===== config.mk =====
export PLATFORM = sky130hd
export DESIGN_NAME = eth_axis_gmii_tx
export DESIGN_NICKNAME = d
export VERILOG_FILES = /design/src/rtl/eth_tx_pkg.sv /design/src/rtl/eth_crc32_d8.sv /design/src/rtl/eth_axis_gmii_tx.sv
export SDC_FILE = /design/constraint.sdc
export NUM_CORES = 1
export LEC_CHECK = 0
export BUFFER_PORTS_ARGS = -buffer_cell sky130_fd_sc_hd__buf_2
export CAP_MARGIN = 20
export CORE_MARGIN = 3
export CORE_UTILIZATION = 40
export CTS_CLUSTER_DIAMETER = 80
export DETAILED_ROUTE_END_ITERATION = 10
export MAX_ROUTING_LAYER = met4
export PLACE_DENSITY = 0.67
export SLEW_MARGIN = 15
export SYNTH_ARGS = -nofsm -noshare
export SYNTH_HDL_FRONTEND = slang
export SYNTH_SLANG_ARGS = --single-unit

===== constraint.sdc =====
create_clock -name clk_i -period 3.1 [get_ports clk_i]
set_input_delay 0.465 -clock clk_i [delete_from_list [all_inputs] [get_ports clk_i]]
set_output_delay 0.465 -clock clk_i [all_outputs]
set_load 0.02 [all_outputs]

===== src/rtl/eth_tx_pkg.sv =====
// Shared types, constants and helper functions for the AXI-Stream to GMII
// frame transmitter.
package eth_tx_pkg;

    typedef enum logic [2:0] {
        IDLE     = 3'd0,
        PREAMBLE = 3'd1,
        PAYLOAD  = 3'd2,
        PAD      = 3'd3,
        FCS      = 3'd4,
        DROP     = 3'd5,
        IFG      = 3'd6
    } tx_state_e;

    localparam logic [7:0]  ETH_PREAMBLE = 8'h55;
    localparam logic [7:0]  ETH_SFD      = 8'hD5;
    localparam logic [31:0] CRC32_POLY   = 32'hEDB88320;
    localparam logic [31:0] CRC32_INIT   = 32'hFFFFFFFF;

    // Reflected CRC-32 advanced by one byte, LSB of the byte first
    function automatic logic [31:0] crc32_byte(input logic [31:0] crc, input logic [7:0] data);
        logic [31:0] c;
        c = crc ^ {24'h000000, data};
        for (int i = 0; i < 8; i++) begin
            if (c[0]) begin
                c = (c >> 1) ^ CRC32_POLY;
            end else begin
                c = c >> 1;
            end
        end
        return c;
    endfunction

    // Increment that sticks at all-ones instead of wrapping
    function automatic logic [15:0] sat_inc16(input logic [15:0] v);
        logic [15:0] r;
        if (v == 16'hFFFF) begin
            r = v;
        end else begin
            r = v + 16'd1;
        end
        return r;
    endfunction

endpackage


===== src/rtl/eth_crc32_d8.sv =====
// One-byte step of the Ethernet CRC-32 (reflected, 0xEDB88320).
module eth_crc32_d8
    import eth_tx_pkg::*;
(
    input  logic [31:0] crc_i,
    input  logic [7:0]  data_i,
    output logic [31:0] crc_o
);

    assign crc_o = crc32_byte(crc_i, data_i);

endmodule


===== src/rtl/eth_axis_gmii_tx.sv =====
// AXI-Stream to GMII transmitter: adds preamble/SFD, pads short frames,
// appends the FCS and enforces the inter-frame gap.
module eth_axis_gmii_tx
    import eth_tx_pkg::*;
#(
    parameter int MIN_FRAME_LEN = 60,
    parameter int IFG_BYTES     = 12
) (
    input  logic       clk_i,
    input  logic       rst_i,
    input  logic [7:0] s_axis_tdata,
    input  logic       s_axis_tvalid,
    output logic       s_axis_tready,
    input  logic       s_axis_tlast,
    input  logic       s_axis_tuser,
    output logic [7:0] gmii_txd_o,
    output logic       gmii_tx_en_o,
    output logic       gmii_tx_er_o,
    output logic       busy_o
);

    localparam logic [15:0] MIN_LEN_C    = 16'(MIN_FRAME_LEN);
    localparam logic [15:0] IFG_LAST_C   = 16'((IFG_BYTES > 0) ? (IFG_BYTES - 1) : 0);
    localparam tx_state_e   POST_FRAME_C = (IFG_BYTES > 0) ? IFG : IDLE;

    tx_state_e   state_r;
    tx_state_e   state_nxt_s;
    logic [15:0] step_r;
    logic [15:0] step_nxt_s;
    logic [15:0] pay_cnt_r;
    logic [15:0] pay_cnt_nxt_s;
    logic [15:0] pay_cnt_inc_s;
    logic [31:0] crc_r;
    logic [31:0] crc_nxt_s;
    logic [31:0] crc_calc_s;
    logic [31:0] fcs_s;
    logic [7:0]  crc_data_s;
    logic [7:0]  txd_r;
    logic [7:0]  txd_nxt_s;
    logic        tx_en_r;
    logic        tx_en_nxt_s;
    logic        tx_er_r;
    logic        tx_er_nxt_s;
    logic        tready_r;
    logic        busy_r;

    assign pay_cnt_inc_s = sat_inc16(pay_cnt_r);
    assign fcs_s         = ~crc_r;

    // Pad bytes feed zeros into the CRC; everything else feeds the stream byte
    always_comb begin
        if (state_r == PAD) begin
            crc_data_s = 8'h00;
        end else begin
            crc_data_s = s_axis_tdata;
        end
    end

    eth_crc32_d8 u_crc (
        .crc_i  (crc_r),
        .data_i (crc_data_s),
        .crc_o  (crc_calc_s)
    );

    // Next-state, counter, CRC and next output byte decode
    always_comb begin
        state_nxt_s   = state_r;
        step_nxt_s    = step_r;
        pay_cnt_nxt_s = pay_cnt_r;
        crc_nxt_s     = crc_r;
        txd_nxt_s     = 8'h00;
        tx_en_nxt_s   = 1'b0;
        tx_er_nxt_s   = 1'b0;
        case (state_r)
            IDLE: begin
                if (s_axis_tvalid) begin
                    state_nxt_s = PREAMBLE;
                    step_nxt_s  = 16'd0;
                end else begin
                    state_nxt_s = IDLE;
                end
            end
            PREAMBLE: begin
                tx_en_nxt_s   = 1'b1;
                pay_cnt_nxt_s = 16'd0;
                crc_nxt_s     = CRC32_INIT;
                if (step_r == 16'd7) begin
                    txd_nxt_s   = ETH_SFD;
                    state_nxt_s = PAYLOAD;
                    step_nxt_s  = 16'd0;
                end else begin
                    txd_nxt_s  = ETH_PREAMBLE;
                    step_nxt_s = step_r + 16'd1;
                end
            end
            PAYLOAD: begin
                tx_en_nxt_s = 1'b1;
                if (s_axis_tvalid) begin
                    txd_nxt_s     = s_axis_tdata;
                    tx_er_nxt_s   = s_axis_tuser;
                    crc_nxt_s     = crc_calc_s;
                    pay_cnt_nxt_s = pay_cnt_inc_s;
                    if (s_axis_tlast) begin
                        step_nxt_s = 16'd0;
                        if (pay_cnt_inc_s < MIN_LEN_C) begin
                            state_nxt_s = PAD;
                        end else begin
                            state_nxt_s = FCS;
                        end
                    end else begin
                        state_nxt_s = PAYLOAD;
                    end
                end else begin
                    // Source starved mid-frame: flag the error once, then swallow the rest
                    tx_er_nxt_s = 1'b1;
                    state_nxt_s = DROP;
                end
            end
            PAD: begin
                tx_en_nxt_s   = 1'b1;
                crc_nxt_s     = crc_calc_s;
                pay_cnt_nxt_s = pay_cnt_inc_s;
                if (pay_cnt_inc_s >= MIN_LEN_C) begin
                    state_nxt_s = FCS;
                    step_nxt_s  = 16'd0;
                end else begin
                    state_nxt_s = PAD;
                end
            end
            FCS: begin
                tx_en_nxt_s = 1'b1;
                case (step_r[1:0])
                    2'd0:    txd_nxt_s = fcs_s[7:0];
                    2'd1:    txd_nxt_s = fcs_s[15:8];
                    2'd2:    txd_nxt_s = fcs_s[23:16];
                    default: txd_nxt_s = fcs_s[31:24];
                endcase
                if (step_r == 16'd3) begin
                    state_nxt_s = POST_FRAME_C;
                    step_nxt_s  = 16'd0;
                end else begin
                    step_nxt_s = step_r + 16'd1;
                end
            end
            DROP: begin
                if (s_axis_tvalid && s_axis_tlast) begin
                    state_nxt_s = POST_FRAME_C;
                    step_nxt_s  = 16'd0;
                end else begin
                    state_nxt_s = DROP;
                end
            end
            IFG: begin
                if (step_r >= IFG_LAST_C) begin
                    step_nxt_s = 16'd0;
                    if (s_axis_tvalid) begin
                        state_nxt_s = PREAMBLE;
                    end else begin
                        state_nxt_s = IDLE;
                    end
                end else begin
                    step_nxt_s = step_r + 16'd1;
                end
            end
            default: begin
                state_nxt_s = IDLE;
                step_nxt_s  = 16'd0;
            end
        endcase
    end

    // FSM state, byte counters and running CRC
    always_ff @(posedge clk_i or posedge rst_i) begin
        if (rst_i) begin
            state_r   <= IDLE;
            step_r    <= 16'd0;
            pay_cnt_r <= 16'd0;
            crc_r     <= CRC32_INIT;
        end else begin
            state_r   <= state_nxt_s;
            step_r    <= step_nxt_s;
            pay_cnt_r <= pay_cnt_nxt_s;
            crc_r     <= crc_nxt_s;
        end
    end

    // Registered GMII outputs plus ready/busy decoded from the upcoming state
    always_ff @(posedge clk_i or posedge rst_i) begin
        if (rst_i) begin
            txd_r    <= 8'h00;
            tx_en_r  <= 1'b0;
            tx_er_r  <= 1'b0;
            tready_r <= 1'b0;
            busy_r   <= 1'b0;
        end else begin
            txd_r    <= txd_nxt_s;
            tx_en_r  <= tx_en_nxt_s;
            tx_er_r  <= tx_er_nxt_s;
            tready_r <= (state_nxt_s == PAYLOAD) || (state_nxt_s == DROP);
            busy_r   <= (state_nxt_s != IDLE);
        end
    end

    assign gmii_txd_o    = txd_r;
    assign gmii_tx_en_o  = tx_en_r;
    assign gmii_tx_er_o  = tx_er_r;
    assign s_axis_tready = tready_r;
    assign busy_o        = busy_r;

endmodule


* Word level (Yosys, flattened, before mapping)
Cells that the tools add are included.
** Cells by class
- Order comparisons :: 3
- Div/mod/pow operators :: 0
- Shift operators :: 0
- Mux-type cells :: 40
- Equality and inequality tests :: 18
- $add $sub $neg :: 2
- Reductions and logical operators :: 9
- Bitwise operators :: 10
- Multiply operators :: 0
** Operators with widths (count)
- $mux 32 :: 9
- $mux 16 :: 10
- $not 13->14 :: 8
- $pmux 16 s7 :: 1
- $pmux 32 s3 :: 1
- $pmux 16 s3 :: 1
- $pmux 8 s3 :: 2
- $add 16x1->16 const B :: 2
- $not 32->32 :: 1
- $xor 32x8->32 :: 1
- $mux 8 :: 3
- $mux 3 :: 7
- $pmux 3 s7 :: 1
- $eq 16x16->1 const B :: 1
- $eq 16x2->1 const B :: 1
- $eq 16x3->1 const B :: 1
- $ge 16x4->1 const B :: 1
- $ge 16x6->1 const B :: 1
- $lt 16x6->1 const B :: 1
- $eq 3x3->1 const B :: 4
- $eq 3x2->1 const B :: 3
- $ne 2x2->1 const B :: 4
- $reduce_bool 3->1 :: 2
- $reduce_and 5->1 :: 1
- 12 further kinds :: 15
** Word-level totals
- Memory bits (read-only) :: 0
- Latch bits :: 0
- Bits of input ports :: 13
- Logic and storage cells :: 91
- Register bits after elaboration :: 79
- Bits in writable memories :: 0
- Memories :: 0
- Output and inout port bits :: 12

* Longest topological paths before layout
- Depth in word-level cells :: 21
- Gate-level depth with buffers :: 13
- Gate-level depth less buffers :: 9

* Modules after synthesis
From an unflattened synthesis, not the netlist that was laid out.
** Second synthesis, totals
- Cell total of the unflattened synthesis :: 598
- Area total of the unflattened synthesis :: 5534.1 µm²
** Modules (own cells, without submodules)
- eth_axis_gmii_tx :: cells each 531, times used 1, area an instance 4581.9 µm², seq. area each 2016.9 µm²
- eth_crc32_d8 :: cells each 67, times used 1, area an instance 952.2 µm², seq. area each 0.0 µm²

* Least setup slack after synthesis
OpenSTA, ideal clock, no wires.
- Path kind :: register to register
- Start point :: register pay_cnt_r[0]
- End point :: register step_r[15]
- Slack :: 498 ps
- Arrival :: 2478 ps
- Setup time :: 124 ps
- Required time :: 2976 ps
- Stages on the path, launching flop included :: 14
- Path buffers :: 4
- Clock period less this slack :: 2602 ps
- Cells stage by stage :: dfrtp_1 ha_1 buf_4 and4_1 buf_4 nand4_4 a21oi_1 o221ai_1 and4_1 a21o_1 and2_4 buf_6 buf_6 a211o_1
** On the way
- Longest elaborated chain between the ends :: 5
- Elaborated cells between the ends (all ways) :: 6
- Those cells by class :: add/sub (1); order compare (1); eq/ne (2); mux (1); reduce/logical (1)
** Ends and longest elaborated chain
- start: declaration :: RTL line eth_axis_gmii_tx.sv:30 : logic [15:0] pay_cnt_r;
- start signal: assignment :: RTL line eth_axis_gmii_tx.sv:182 : pay_cnt_r <= pay_cnt_nxt_s;
- $add 16x1->16 / $eq 16x16->1 (equally long branches) :: RTL line eth_tx_pkg.sv:40, eth_tx_pkg.sv:37
- $mux 16 (*) :: RTL line eth_tx_pkg.sv:37 : if (v == 16'hFFFF) begin
- $ge 16x6->1 (*) :: RTL line eth_axis_gmii_tx.sv:123 : if (pay_cnt_inc_s >= MIN_LEN_C) begin
- $ne 2x1->1 (no source line) (*)
- $reduce_and 5->1 (no source line) (*)
- end signal: assignment :: RTL line eth_axis_gmii_tx.sv:181 : step_r <= step_nxt_s;
- end: declaration :: RTL line eth_axis_gmii_tx.sv:28 : logic [15:0] step_r;
Every way passes the cells marked *; elsewhere a longest branch is shown, timed or not.
A chain may end at the register's enable or synchronous reset.

* Final worst setup path
- Start point :: register pay_cnt_r[0]
- End point :: register tready_r, in the netlist s_axis_tready
** On the way
- Longest elaborated chain between the ends :: 9
- Elaborated cells between the ends (all ways) :: 13
- Those cells by class :: add/sub (1); order compare (2); eq/ne (3); mux (6); reduce/logical (1)
** Ends and longest elaborated chain
- $add 16x1->16 / $eq 16x16->1 (equally long branches) :: RTL line eth_tx_pkg.sv:40, eth_tx_pkg.sv:37
- $mux 16 (*) :: RTL line eth_tx_pkg.sv:37
- $lt 16x6->1 :: RTL line eth_axis_gmii_tx.sv:105 : if (pay_cnt_inc_s < MIN_LEN_C) begin
- $mux 3 :: RTL line eth_axis_gmii_tx.sv:105
- $mux 3 :: RTL line eth_axis_gmii_tx.sv:103 : if (s_axis_tlast) begin
- $mux 3 :: RTL line eth_axis_gmii_tx.sv:98 : if (s_axis_tvalid) begin
- $pmux 3 s7 (*) :: RTL line eth_axis_gmii_tx.sv:74 : case (state_r)
- $eq 3x2->1 / $eq 3x3->1 (equally long branches) :: RTL line eth_axis_gmii_tx.sv:199 : tready_r <= (state_nxt_s == PAYLOAD) || (state_nxt_s == DROP);
- $logic_or 1x1->1 (*) :: RTL line eth_axis_gmii_tx.sv:199
- end signal: assignment :: RTL line eth_axis_gmii_tx.sv:199
- end: declaration :: RTL line eth_axis_gmii_tx.sv:44 : logic tready_r;
Marks and branches as above.

==> flow_summary.rst <==
.. list-table::
   :header-rows: 1

   * - Metric
     - Value
   * - Outcome
     - complete, no violations
   * - Syn Inst Count
     - roughly 570
   * - Post CTS Setup Buffer Count
     - 0
   * - Clock sink count
     - around 80
   * - Number of setup violations in the final report
     - 0
   * - Height of the chip
     - 120.0 um
   * - Number of buffers between clock root and the deepest sink
     - 2
   * - Weighted congestion at the end of routability-driven global placement
     - 0.8952
   * - Clock insertion delay at the later pin of the skew report
     - about 0.35 ns
   * - Actual slew at the worst max-slew pin
     - about 0.71 ns
   * - Total DRC errors in the routed layout
     - 0
   * - CP most frequent cell
     - sky130_fd_sc_hd__nor4_2
   * - Max frequency
     - between 0.3 and 0.4 GHz
   * - Critical path launch point type
     - flip-flop
   * - Layout-stage area growth over the synthesis result
     - 11.68%
   * - Number of antenna violations at the first check in global routing
     - 0
   * - Post-CTS Hold Fix Bufs
     - 0
   * - Clock edge transition at the registers on the reported setup and hold paths
     - around 0.060 ns
   * - Routed wirelength normalized by instance count
     - approximately 16 um
   * - First-pass GRT wire length
     - ~21 mm
   * - Global route total overflow
     - 0
   * - Die area
     - 14,390 um2
   * - Synth Register Bits
     - between 70 and 80
   * - Unrepaired setup endpoints after global routing
     - false
   * - Cell Rows
     - 40
   * - Setup TNS
     - 0 ns
   * - Final Cell Area
     - roughly 5800 um2
   * - Area of the core region
     - ~12,000 um2
   * - Required time of the critical path
     - between 3 and 4 ns
   * - Mean post-synth cell area
     - slightly above 9 um2
   * - Fin nets
     - just over 600
   * - Clock H-tree levels
     - 3
   * - Design Power
     - between 5000 and 6000 uW
   * - Busiest metal layer after global routing
     - met2
   * - Cell chain of the critical path
     - ha_2 -> nand4_1 -> nor4_2 -> mux2i_1 -> nand2_1 -> nor4_2 -> nand3_1 -> o221a_2 -> o31ai_2
   * - Pin count of the biggest net entering global routing
     - 38
   * - Via density
     - 5.528
   * - Starting utilization of the core area
     - between 40% and 50%
   * - Combined flip-flop and latch cell area
     - around 2000 um2
   * - Routing usage on met1
     - about a quarter
   * - Beginning of the worst register-to-register path
     - pay_cnt_r[0]$_DFFE_PP0P_
   * - Met3 track utilization from global routing
     - between 2 and 2.5%
   * - Count leader, synth
     - sky130_fd_sc_hd__nor2_1
   * - Placed cell areas
     - between 5000 and 6000 um2
   * - Final critical-path setup slack
     - ~0.2 ns
   * - Number of endpoints with negative hold slack in the final report
     - 0
   * - Leakage dissipation
     - roughly 0.0025 uW
   * - M2 GR Usage
     - between 20 and 30%
   * - Total global routing track utilization
     - between 10% and 20%
   * - Top area cells in the synthesized netlist
     - sky130_fd_sc_hd__dfrtp_1, sky130_fd_sc_hd__dfstp_2, sky130_fd_sc_hd__xnor2_1, sky130_fd_sc_hd__xor2_1, sky130_fd_sc_hd__a21oi_1
   * - Timing startpoint of the critical path
     - pay_cnt_r[0]$_DFFE_PP0P_
   * - Worst setup EP type
     - flip-flop
   * - Total via count in the routed design
     - around 4,200
   * - TritonCTS clock tree
     - done
   * - Diodes inserted
     - 0
   * - Kind of cell with the highest combined delay on the critical path
     - simple AND/OR/NAND/NOR gates
   * - Final worst-path cycle share
     - 93.37%
   * - Synth Net Count
     - 592
   * - Max-slew violations
     - 0
   * - Share of layout cells above drive strength 1
     - approximately 21%
   * - Total of buffers placed on input and output ports
     - 24
   * - EDFF count, synth
     - 0
   * - Placement-stage worst setup slack
     - 0.1053 ns
   * - Vias in the first global route
     - 4,133
   * - Async set-or-reset flop fraction in the synthesized netlist
     - 100.0%
   * - Maximum Capacitance Violations
     - 0
   * - Width of the chip
     - between 100 and 150 um
   * - Slew HR
     - 52.13%
   * - Detailed-route wire length
     - roughly 12 mm
   * - Share of synthesized area occupied by flip-flops and latches
     - slightly below 40%
   * - Tightest Hold Check Type
     - primary input to async pin
   * - First-pass detailed-route iteration total
     - 5
   * - Worst voltage drop across the vdd grid
     - 0.3904 mV
   * - Count of different cell masters after synthesis
     - 70
   * - Cell types with the highest counts after synthesis
     - sky130_fd_sc_hd__nor2_1, sky130_fd_sc_hd__nand2_1, sky130_fd_sc_hd__a21oi_1, sky130_fd_sc_hd__dfrtp_1, sky130_fd_sc_hd__xnor2_1
   * - WP buf/inv
     - 0
   * - Synth top area share
     - 22.65%
   * - Hpwl dp
     - approximately 8.6 mm
   * - Arrival @ worst endpoint
     - about 3.2 ns
   * - IO Count
     - 25
   * - First-iteration detailed-routing DRC count
     - 313
   * - Cell at the slowest stage of the critical path
     - sky130_fd_sc_hd__dfrtp_1
   * - Worst hold slack
     - 0.1072 ns
   * - Fill cell instance count of the final layout
     - 1,208
   * - Top_reg_cell synth
     - sky130_fd_sc_hd__dfrtp_1
   * - Mapped cell area
     - ~5200 um2
   * - CTS Root Cell
     - sky130_fd_sc_hd__clkbuf_16
   * - Cell type contributing the most total cell area after synthesis
     - sky130_fd_sc_hd__dfrtp_1
   * - Kind of critical path
     - flip-flop to flip-flop
   * - Number of CTS-inserted buffers
     - 9
   * - Antenna viol nets, final
     - 0
   * - PwrDens
     - just over 1000 nW/um2
   * - Worst-path fanout max
     - 9
   * - CP peak stage delay
     - between 0.4 and 0.5 ns
   * - Total area of multi-input combinational cells
     - 2945 um2
   * - Number of synthesis warnings
     - 0
   * - Minimum clock period
     - between 2 and 3 ns
   * - Worst Clk Skew
     - ~0.0073 ns
-- path summary, 6_finish.rpt --
path / slack [ns] / to / depth (start not counted)
max: 0.21 / s_axis_tready$_DFF_PP0_ / 9
min: 0.11 / gmii_txd_o[4]$_DFF_PP0_ / 2
max reg2reg: 0.21 / s_axis_tready$_DFF_PP0_ / 9
min reg2reg: 0.52 / crc_r[12]$_DFFE_PP1P_ / 2
max in group asynchronous: 2.24 / crc_r[1]$_DFFE_PP1P_ / 3
min in group clk_i: 0.34 / gmii_txd_o[5]$_DFF_PP0_ / 3
-- report_power, final --
group | internal [uW] | total [uW] | switching, uW
combinational | 1300 | 3050 | 1750
clock | 786 | 1220 | 437
sequential | 1410 | 1650 | 242
-- registers in the layout, summed over array words and instances (netlist names) --
name / cells
busy_o: 1
crc_r: 32
gmii_tx_en_o: 1
gmii_tx_er_o: 1
gmii_txd_o: 8
pay_cnt_r: 16
s_axis_tready: 1
state_r: 3
step_r: 16
-- worst register-to-register path: cells and delay by family (launching register included) --
kind / cells / cell delay [ns]
simple gates: 5 / 1.25
compound gates: 2 / 0.53
mux: 1 / 0.28
fa+ha+maj: 1 / 0.29
flops: 1 / 0.44
-- logic make-up after synthesis --
group / after synthesis / share of synthesized area, %
xor+xnor: 78 / 14.02
compound gates: 154 / 19.71
flops: 79 / 38.83
buf+inv: 47 / 4.722
fa+ha+maj: 5 / 1.205
simple gates: 206 / 20.52
mux: 5 / 0.9877
-- layout by cell type (no fill, tap or decap), types with 4 or more instances in the layout --
cell / synthesis / routed
sky130_fd_sc_hd__and2_1: 4 / 4
sky130_fd_sc_hd__and4_1: 6 / 6
sky130_fd_sc_hd__dfstp_2: 32 / 32
sky130_fd_sc_hd__or2_2: 5 / 5
sky130_fd_sc_hd__a31oi_1: 7 / 7
sky130_fd_sc_hd__dfrtp_1: 47 / 47
sky130_fd_sc_hd__a211o_1: 6 / 6
sky130_fd_sc_hd__inv_1: 15 / 14
sky130_fd_sc_hd__o22ai_1: 6 / 6
sky130_fd_sc_hd__a21o_1: 9 / 9
sky130_fd_sc_hd__o31ai_1: 4 / 4
sky130_fd_sc_hd__nand2_1: 56 / 56
sky130_fd_sc_hd__nor2_1: 57 / 55
sky130_fd_sc_hd__buf_2: 4 / 24
sky130_fd_sc_hd__mux2i_1: 4 / 4
sky130_fd_sc_hd__and3_1: 15 / 15
sky130_fd_sc_hd__xnor2_1: 43 / 43
sky130_fd_sc_hd__o21ai_0: 36 / 36
sky130_fd_sc_hd__nand3_1: 17 / 17
sky130_fd_sc_hd__xor2_1: 29 / 29
sky130_fd_sc_hd__or3_1: 4 / 4
sky130_fd_sc_hd__o221ai_1: 6 / 6
sky130_fd_sc_hd__buf_4: 7 / 15
sky130_fd_sc_hd__a21oi_1: 47 / 47
sky130_fd_sc_hd__nor3_1: 9 / 9
sky130_fd_sc_hd__clkbuf_16: 0 / 9
sky130_fd_sc_hd__o41ai_1: 5 / 5
sky130_fd_sc_hd__nor2b_1: 4 / 4
sky130_fd_sc_hd__ha_1: 5 / 4
sky130_fd_sc_hd__nand2b_1: 9 / 9
sky130_fd_sc_hd__xnor2_2: 6 / 6
-- final cells by class --
class | instances | area share, %
multi-input cells | 448 | 50.78
flip-flops and latches | 79 | 34.77
repair buffers | 39 | 4.012
clock buffers | 10 | 3.947
well taps | 168 | 3.624
clock inverters | 6 | 1.877
inverters | 15 | 0.9922
-- repair_timing --
item	4_1_cts	5_1_grt
endpoints found under the setup margin	0	14
endpoints found under the hold margin	0	0
gates resized for setup	0	2
-- metal layers --
layer | vias up | share of wire (%)
met5 | - | 0
met3 | 28 | 3.1
met1 | 2058 | 47
met4 | 0 | 2.8
li1 | 2057 | -
met2 | 86 | 48
-- stage by stage --
stage / utilization (%) / cells
2_1_floorplan: - / 574
3_3_place_gp: 44.12 / 749
3_5_place_dp: 44.12 / 749
4_1_cts: 46.85 / 765
5_1_grt: 46.92 / 765
6_report: 46.92 / 765
Power figures use the tool's default switching activity.
